==> src/rtl/dac_sample_sequencer_if.sv <==
// Upstream/serializer-facing signal bundle for the DAC sample sequencer.
// The DUT connects through the slave modport; the producer/serializer side uses master.
interface dac_sample_sequencer_if #(
  parameter int DEPTH = 16
);
  localparam int LVL_W = $clog2(DEPTH + 1);

  logic             en;
  logic             clr_flags;
  logic             wr_en;
  logic [7:0]       wr_data;
  logic [7:0]       gap_cfg;
  logic             full;
  logic             empty;
  logic [LVL_W-1:0] level;
  logic             start_sig;
  logic [7:0]       din;
  logic             done_sig;
  logic             busy;
  logic             timeout_err;
  logic             underrun;

  modport slave (
    input  en, clr_flags, wr_en, wr_data, gap_cfg, done_sig,
    output full, empty, level, start_sig, din, busy, timeout_err, underrun
  );

  modport master (
    output en, clr_flags, wr_en, wr_data, gap_cfg, done_sig,
    input  full, empty, level, start_sig, din, busy, timeout_err, underrun
  );
endinterface

==> src/rtl/dac_sample_sequencer.sv <==
// Sample FIFO feeding a DAC serializer: one start pulse per sample, waits for done
// with a timeout watchdog, then inserts a configurable idle gap before the next sample.
module dac_sample_sequencer #(
  parameter int DEPTH   = 16,
  parameter int TIMEOUT = 32
) (
  input  logic                  clk,
  input  logic                  rst_n,
  dac_sample_sequencer_if.slave bus
);
  localparam int AW = (DEPTH > 1) ? $clog2(DEPTH) : 1;
  localparam int LW = $clog2(DEPTH + 1);
  localparam int CW = $clog2(TIMEOUT + 1);

  typedef enum logic [1:0] {
    IDLE,
    WAIT_DONE,
    GAP
  } state_t;

  state_t        r_state;
  logic [7:0]    r_mem [DEPTH];
  logic [AW-1:0] r_wr_ptr;
  logic [AW-1:0] r_rd_ptr;
  logic [LW-1:0] r_level;
  logic          r_full;
  logic          r_empty;
  logic [7:0]    r_din;
  logic          r_start_sig;
  logic          r_timeout_err;
  logic          r_underrun;
  logic [CW-1:0] r_cnt;
  logic [7:0]    r_gap_cnt;

  logic          w_push;
  logic          w_pop;
  logic          w_to_idle;
  logic          w_set_underrun;
  logic [LW-1:0] w_level_next;

  assign w_push = bus.wr_en && !r_full;
  assign w_pop  = (r_state == IDLE) && bus.en && !r_empty;

  // Every way back to IDLE from an active state: done with no gap, timeout, or gap expiry.
  assign w_to_idle = ((r_state == WAIT_DONE) &&
                      ((bus.done_sig && (bus.gap_cfg == 8'd0)) ||
                       (!bus.done_sig && (r_cnt == CW'(TIMEOUT))))) ||
                     ((r_state == GAP) && (r_gap_cnt == 8'd1));
  assign w_set_underrun = w_to_idle && bus.en && r_empty;

  always_comb begin
    w_level_next = r_level;
    case ({w_push, w_pop})
      2'b10:   w_level_next = r_level + LW'(1);
      2'b01:   w_level_next = r_level - LW'(1);
      default: w_level_next = r_level;
    endcase
  end

  always_ff @(posedge clk) begin
    if (w_push) begin
      r_mem[r_wr_ptr] <= bus.wr_data;
    end
  end

  always_ff @(posedge clk) begin
    if (!rst_n) begin
      r_wr_ptr <= '0;
      r_rd_ptr <= '0;
      r_level  <= '0;
      r_full   <= 1'b0;
      r_empty  <= 1'b1;
    end else begin
      if (w_push) begin
        r_wr_ptr <= r_wr_ptr + AW'(1);
      end
      if (w_pop) begin
        r_rd_ptr <= r_rd_ptr + AW'(1);
      end
      r_level <= w_level_next;
      r_full  <= (w_level_next == LW'(DEPTH));
      r_empty <= (w_level_next == LW'(0));
    end
  end

  always_ff @(posedge clk) begin
    if (!rst_n) begin
      r_state       <= IDLE;
      r_din         <= 8'd0;
      r_start_sig   <= 1'b0;
      r_timeout_err <= 1'b0;
      r_underrun    <= 1'b0;
      r_cnt         <= '0;
      r_gap_cnt     <= 8'd0;
    end else begin
      r_start_sig   <= 1'b0;
      r_timeout_err <= 1'b0;
      case (r_state)
        IDLE: begin
          if (w_pop) begin
            r_din       <= r_mem[r_rd_ptr];
            r_start_sig <= 1'b1;
            r_cnt       <= CW'(1);
            r_state     <= WAIT_DONE;
          end
        end
        WAIT_DONE: begin
          // r_cnt is 1 in the start cycle, so a done seen while r_cnt==TIMEOUT still succeeds.
          if (bus.done_sig) begin
            if (bus.gap_cfg != 8'd0) begin
              r_gap_cnt <= bus.gap_cfg;
              r_state   <= GAP;
            end else begin
              r_state <= IDLE;
            end
          end else if (r_cnt == CW'(TIMEOUT)) begin
            r_timeout_err <= 1'b1;
            r_state       <= IDLE;
          end else begin
            r_cnt <= r_cnt + CW'(1);
          end
        end
        GAP: begin
          if (r_gap_cnt == 8'd1) begin
            r_state <= IDLE;
          end else begin
            r_gap_cnt <= r_gap_cnt - 8'd1;
          end
        end
        default: r_state <= IDLE;
      endcase
      if (w_set_underrun) begin
        r_underrun <= 1'b1;
      end else if (bus.clr_flags) begin
        r_underrun <= 1'b0;
      end
    end
  end

  assign bus.full        = r_full;
  assign bus.empty       = r_empty;
  assign bus.level       = r_level;
  assign bus.start_sig   = r_start_sig;
  assign bus.din         = r_din;
  assign bus.busy        = (r_state != IDLE);
  assign bus.timeout_err = r_timeout_err;
  assign bus.underrun    = r_underrun;
endmodule

==> src/flat_wrapper.sv <==
// flat-port wrapper written by rule: the top's interface ports become plain ports
module dac_sample_sequencer_flat 
#(
  parameter int DEPTH   = 16,
  parameter int TIMEOUT = 32
)
  (clk, rst_n, bus_en, bus_clr_flags, bus_wr_en, bus_wr_data, bus_gap_cfg, bus_done_sig, bus_full, bus_empty, bus_level, bus_start_sig, bus_din, bus_busy, bus_timeout_err, bus_underrun);
  dac_sample_sequencer_if #(.DEPTH(DEPTH)) bus_i ();
  input  logic clk;
  input  logic rst_n;
  input wire logic [$bits(bus_i.en)-1:0] bus_en;
  input wire logic [$bits(bus_i.clr_flags)-1:0] bus_clr_flags;
  input wire logic [$bits(bus_i.wr_en)-1:0] bus_wr_en;
  input wire logic [$bits(bus_i.wr_data)-1:0] bus_wr_data;
  input wire logic [$bits(bus_i.gap_cfg)-1:0] bus_gap_cfg;
  input wire logic [$bits(bus_i.done_sig)-1:0] bus_done_sig;
  output wire logic [$bits(bus_i.full)-1:0] bus_full;
  output wire logic [$bits(bus_i.empty)-1:0] bus_empty;
  output wire logic [$bits(bus_i.level)-1:0] bus_level;
  output wire logic [$bits(bus_i.start_sig)-1:0] bus_start_sig;
  output wire logic [$bits(bus_i.din)-1:0] bus_din;
  output wire logic [$bits(bus_i.busy)-1:0] bus_busy;
  output wire logic [$bits(bus_i.timeout_err)-1:0] bus_timeout_err;
  output wire logic [$bits(bus_i.underrun)-1:0] bus_underrun;
  assign bus_i.en = bus_en;
  assign bus_i.clr_flags = bus_clr_flags;
  assign bus_i.wr_en = bus_wr_en;
  assign bus_i.wr_data = bus_wr_data;
  assign bus_i.gap_cfg = bus_gap_cfg;
  assign bus_i.done_sig = bus_done_sig;
  assign bus_full = bus_i.full;
  assign bus_empty = bus_i.empty;
  assign bus_level = bus_i.level;
  assign bus_start_sig = bus_i.start_sig;
  assign bus_din = bus_i.din;
  assign bus_busy = bus_i.busy;
  assign bus_timeout_err = bus_i.timeout_err;
  assign bus_underrun = bus_i.underrun;
  dac_sample_sequencer #(.DEPTH(DEPTH), .TIMEOUT(TIMEOUT)) u_core (.clk(clk), .rst_n(rst_n), .bus(bus_i));
endmodule
==> config.mk <==
export PLATFORM = sky130hd
export DESIGN_NAME = dac_sample_sequencer_flat
export DESIGN_NICKNAME = d
export VERILOG_FILES = /design/src/rtl/dac_sample_sequencer_if.sv /design/src/rtl/dac_sample_sequencer.sv /design/src/flat_wrapper.sv
export SDC_FILE = /design/constraint.sdc
export NUM_CORES = 1
export LEC_CHECK = 0
export CAP_MARGIN = 15
export CORE_AREA = 4 4 115 117
export CTS_CLUSTER_SIZE = 40
export DETAILED_ROUTE_END_ITERATION = 16
export DIE_AREA = 0 0 119 121
export HOLD_SLACK_MARGIN = 0.15
export PLACE_DENSITY = 0.79
export SLEW_MARGIN = 20
export SYNTH_ARGS = -nofsm -noshare
export SYNTH_HDL_FRONTEND = slang
export SYNTH_SLANG_ARGS = --single-unit
==> constraint.sdc <==
create_clock -name clk -period 5.2 [get_ports clk]
set_input_delay 1.3 -clock clk [delete_from_list [all_inputs] [get_ports clk]]
set_output_delay 1.3 -clock clk [all_outputs]
set_load 0.02 [all_outputs]
## Word-level counts from Yosys, hierarchy flattened

Memory sizes are Yosys's and may differ from the RTL's. A register that Yosys moved wholly into a read port is not among the register bits.
Index checks and enable logic that the tools add are counted.

- Flip-flop bits (word level): 34
- Bits in writable memories: 128
- Bits of input ports: 22
- Logic and storage cells: 85
- Memories: 1

- Add/sub/neg operators: 6
- Equal/unequal tests: 15
- Mux-type cells: 21
- Bitwise operators: 2
- Reductions and logical operators: 29

Memory list:

| name | words | bits a word | read ports | clocked after memory_dff | write ports | line | RTL |
|---|---|---|---|---|---|---|---|
| u_core.r_mem | 16 | 8 | 1 | 1 | 1 | dac_sample_sequencer.sv:22 | `logic [7:0] r_mem [DEPTH];` |

Operators by type and width:

| cell | number |
|---|---|
| 8-bit two-way mux | 3 |
| 6-bit two-way mux | 3 |
| 8-bit one-hot mux with 2 select lines | 1 |
| 2-bit inequality test, second input constant | 6 |
| 6-bit one-hot mux with 2 select lines | 1 |
| 2-bit two-way mux | 5 |
| 5-bit one-hot mux with 2 select lines | 1 |
| 1-bit logical AND | 9 |
| 4-bit by 1-bit adder with 4-bit output, second input constant | 2 |
| 8-bit by 1-bit equality test with 1-bit output, second input constant | 1 |
| 8-bit zero test | 1 |
| 4-bit AND reduction | 2 |
| 2-bit nonzero test | 4 |
| 8-bit nonzero test | 1 |
| 8-bit by 1-bit subtractor with 8-bit output, second input constant | 1 |
| 6-bit by 1-bit adder with 6-bit output, second input constant | 1 |
| 6-bit equality test, second input constant | 1 |
| 1-bit two-way mux | 6 |
| 2-bit one-hot mux with 3 select lines | 1 |
| 5-bit by 1-bit adder with 5-bit output, second input constant | 1 |
| 5-bit equality test, second input constant | 1 |
| 5-bit zero test | 1 |
| 5-bit by 1-bit subtractor with 5-bit output, second input constant | 1 |
| 2-bit by 1-bit equality test with 1-bit output, second input constant | 2 |
| 10 further kinds | 17 |

## Longest topological paths before layout

- Depth in word-level cells: 8
- Mapped depth: 12
- Mapped depth without buffers: 10

## Least setup slack after synthesis

Ideal clock, no wire load.

- Kind: input-to-reg
- From: in bus_en
- To: reg u_core.r_empty, in the netlist u_core.bus.empty
- Library setup time: 0.116 ns
- Arrival: 3.806 ns
- Data required time: 5.084 ns
- Setup slack: 1.277 ns
- Stages on the path: 12
- Buffers on the path: 3
- Path through: nor4b_1 buf_2 buf_2 ha_1 buf_2 xor2_1 ha_1 o21ai_1 a221o_1 or3_4 and2_1 a41o_1

- Cells in the longest elaborated chain, start to end: 5
- Elaborated cells between the ends (all ways): 6
- Those cells by class: 2 x eq/ne; 1 x mux; 3 x reduce/logical

RTL lines:

| element | line | RTL |
|---|---|---|
| start: declaration | flat_wrapper.sv:11 | `input wire logic [$bits(bus_i.en)-1:0] bus_en;` |
| 1-bit logical AND * (2 in a row) | dac_sample_sequencer.sv:42 | `assign w_pop = (r_state == IDLE) && bus.en && !r_empty;` |
| via u_core.w_pop | dac_sample_sequencer.sv:36 | `logic w_pop;` |
| 2-bit by 1-bit equality test with 1-bit output / 2-bit equality test (equally long branches) | dac_sample_sequencer.sv:53 | `case ({w_push, w_pop})` |
| 5-bit one-hot mux with 2 select lines * | dac_sample_sequencer.sv:53 |  |
| 5-bit zero test * | dac_sample_sequencer.sv:82 | `r_empty <= (w_level_next == LW'(0));` |
| end signal: assignment | dac_sample_sequencer.sv:82 |  |
| end: declaration | dac_sample_sequencer.sv:27 | `logic r_empty;` |

The timed path passes the listed nets; every way through them passes the cells marked *.
A chain may end at the register's enable or synchronous reset.

## Worst setup path in the final report

- From: in bus_wr_en
- To: reg u_core.r_empty, in the netlist u_core.bus.empty

- Cells in the longest elaborated chain, start to end: 4
- Elaborated cells between the ends (all ways): 5
- Those cells by class: 2 x eq/ne; 1 x mux; 2 x reduce/logical

RTL lines:

| element | line | RTL |
|---|---|---|
| start: declaration | flat_wrapper.sv:13 | `input wire logic [$bits(bus_i.wr_en)-1:0] bus_wr_en;` |
| 1-bit logical AND * | dac_sample_sequencer.sv:41 | `assign w_push = bus.wr_en && !r_full;` |
| 2-bit by 1-bit equality test with 1-bit output / 2-bit equality test (equally long branches) | dac_sample_sequencer.sv:53 |  |
| 5-bit one-hot mux with 2 select lines * | dac_sample_sequencer.sv:53 |  |
| 5-bit zero test * | dac_sample_sequencer.sv:82 |  |

Mark *: on every way between the ends. The rest lies on a longest branch, timed or not.

==> impl_metrics.ini <==
[synthesis]
syn_nets = 515
synth-seq-area-share_pct = 66.5
synth-simple-area-share_pct = 9.11
yosysWarningCount = 0
ys_ff_latch = 170
synth_edf_count = 128
synthAdderAreaFrac_pct = 2.13
async_flop_share_pct = 0
yosys.area.top_type = edfxtp_1
synth.top_cells.by_count = edfxtp_1 (128), nand2_1 (49), dfxtp_1 (42)
synth_cell_types = 56
synthDominantCellAreaShare_pct = 54.5
synth-compound-area-share_pct = 7.08
synth_mux_area_share_pct = 11.0
yosysMostFrequentCell = edfxtp_1
avgSynthCellArea_um2 = 14.7
synth_flop_cell = edfxtp_1
synth_xor_area_share_pct = 1.74
netlist_area_um2 = 7050
synth_top_family_by_area = multiplexers
synthTopCellsByArea = edfxtp_1 (55%), dfxtp_1 (12%), mux4_2 (10%)
syn_inst = 481

[critical_path]
r2r-end = u_core.bus.empty
critPathTopFamily = simple AND/OR/NAND/NOR gates
max_stage_delay_ps = 550
cp-start-kind = input port
endpoint_kind = flip-flop
path_cells = clkdlybuf4s50_1 > nor2b_1 > inv_1 > ha_1 > xor2_1 > ha_1 > o21ai_1 > a221o_1 > or3_4 > and2_1 > a41o_1
r2r_start = u_core.bus.full
cp.arrival_ps = 4310
rr_worst_depth = 10
r2r_slack_ps = 2240
crit_fanout = 9
slowest_stage = nor2b_1
crit_path_frequent_cell = ha_1
worstSetupPathType = in2reg
required_ps = 5510
path_buf_inv = 2

[timing]
finalSetupViolCount = 0
slew_headroom_pct = 46.6
skew_ps = 7.66
hold_viol = 0
tns_ps = 0
fmax_mhz = 250
min_period_over_period_pct = 76.8
rsz0062_at_grt = false
timing.hold.ws_ps = 454
min_period_ps = 4000
tightest_slew_ps = 800
slew_violations = 0

[route]
ant_nets = 0
firstDrtPassIters = 5
vias_per_cell = 5.74
wirelength_um = 13700
drt_iter0_drc = 484
drc_errors = 0
vias = 4044
wl_per_cell_um = 19.4

[layout]
fillCellCount = 870
layout.nets = 554
n_antenna_cell = 0
layout-drive-gt1-share_pct = 14.8
final_util_pct = 65.7
area_delta_synth_final_pct = 15.3

[clock_network]
post_cts_buffers = 0
cts-hold-fix-buffers = 0
clk_path_buf_depth = 2
htreeDepth = 4
cts_resized = 0
clock_latency_ps = 420
cts.sinks = 170
root_buffer = clkbuf_16
cts_tree = built
clk_pin_slew_ps = 60
cts_buffers = 17

[power]
p_sw_uw = 859
peakVddDrop_v = 0.000274
internal-power_mw = 2.45
p_per_area_nw_per_um2 = 407
leakage_nw = 2.67
clockPowerShare_pct = 34.7
swShare_pct = 26.0
p_comb_share_pct = 17.5
pwr-share-seq_pct = 47.8

[placed_design]
numPortBuffers = 40
place_congestion = 0.809
hpwlAfterDp_um = 8910

[global_routing]
antenna_found_initial = 0
met3_usage_pct = 6.29
grt.busiest_layer = met2
first_global_vias = 4151
grt_pass1_wl_um = 22000
grtUsageMet1_pct = 26.6
grt.total_usage_pct = 20.4
grt_use_met2_pct = 32.9
grt-ovfl-total = 0
grt_max_degree = 36

[status]
status = complete, no violations

[floorplanning]
die_w_um = 119
io_pins = 41
initial_core_util_pct = 57.0
die_y_um = 121
core_area_um2 = 12400
rows = 41
die_area_um2 = 14400

[job]
cap_violations = 0

[min_path]
hp-class = reg2reg
min_from = u_core.bus.din[3]
hold_end = u_core.bus.din[3]
holdPathStages = 2
[power groups by stage]
stage / Clock [mW] / Combinational (mW) / Sequential [mW]
5_1_grt: 1.23 / 0.637 / 1.59
2_1_floorplan: 0 / 0.397 / 1.61
3_5_place_dp: 0 / 0.583 / 1.61
4_1_cts: 1.16 / 0.585 / 1.58
6_report: 1.15 / 0.580 / 1.58
3_3_place_gp: 0 / 0.568 / 1.60
[cells in the final DEF, fill, tap and decap left out, drive strengths merged, types with 4 or more instances in the layout]
cell type / n
ha: 12
and2: 4
inv: 11
nand2b: 5
nand2: 49
edfxtp: 128
clkbuf: 20
nand3: 6
o21ai: 23
clkinv: 6
xor2: 10
clkinvlp: 4
dfxtp: 42
xnor2: 4
nor2b: 5
nor3: 8
clkdlybuf4s50: 40
nor2: 40
a21oi: 11
a22oi: 16
buf: 8
nand3b: 4
mux4: 32
[logic make-up after synthesis]
kind of cell,after synthesis
flops,170
buf+inv,38
simple gates,136
mux,37
xor+xnor,14
fa+ha+maj,12
compound gates,74
[worst min-delay path, delay by kind of cell, from the launching register on]
kind | cells | cell delay (ps)
DFF | 1 | 310
and+or+nand+nor | 1 | 50
AOI/OAI and AO/OA | 1 | 50
[layout make-up]
| type | instances | area (µm²) | share of cell area, % |
|---|---|---|---|
| Clock inverter | 12 | 98.8 | 1.22 |
| Timing Repair Buffer | 48 | 460 | 5.67 |
| Tap cell | 172 | 215 | 2.65 |
| Sequential cell | 170 | 4690 | 57.7 |
| Multi-Input combinational cell | 273 | 2190 | 27.0 |
| Clock buffer | 20 | 437 | 5.37 |
| Inverter | 10 | 37.5 | 0.462 |
[sequential cells by signal, summed over array words and instances (netlist names)]
signal / count
u_core.bus.din: 8
u_core.bus.empty: 1
u_core.bus.full: 1
u_core.bus.level: 5
u_core.bus.start_sig: 1
u_core.bus.timeout_err: 1
u_core.bus.underrun: 1
u_core.r_cnt: 6
u_core.r_gap_cnt: 8
u_core.r_mem: 128
u_core.r_rd_ptr: 4
u_core.r_state: 2
u_core.r_wr_ptr: 4
[metal layers]
layer	wire (µm)	part of all wire (%)	up-vias
met5	0	0	-
met2	6810	50	112
met1	5980	44	2011
met4	186	1.4	0
li1	-	-	1909
met3	721	5.3	12
[how the worst max path moves through the flow]
stage                    from               end  slack (ps)  depth (start not counted)
finish              bus_wr_en  u_core.bus.empty        1200                         11
global route        bus_wr_en  u_core.bus.empty         970                         11
CTS                 bus_wr_en  u_core.bus.empty        1230                         11
detailed placement  bus_wr_en  u_core.bus.empty         770                         11
global placement    bus_wr_en  u_core.bus.empty         920                         11
floorplan              bus_en  u_core.bus.empty        1280                         12
[through the flow]
| stage | instances | cell area [µm²] | worst slack, ps | power [mW] |
|---|---|---|---|---|
| 2_1_floorplan | 481 | 7050 | 1280 | 2.01 |
| 3_3_place_gp | 673 | 7590 | 923 | 2.17 |
| 3_5_place_dp | 673 | 7590 | 773 | 2.19 |
| 4_1_cts | 705 | 8130 | 1230 | 3.33 |
| 5_1_grt | 705 | 8130 | 975 | 3.46 |
| 6_report | 705 | 8130 | 1200 | 3.31 |
Note: power is estimated with default switching activity, not from simulation.
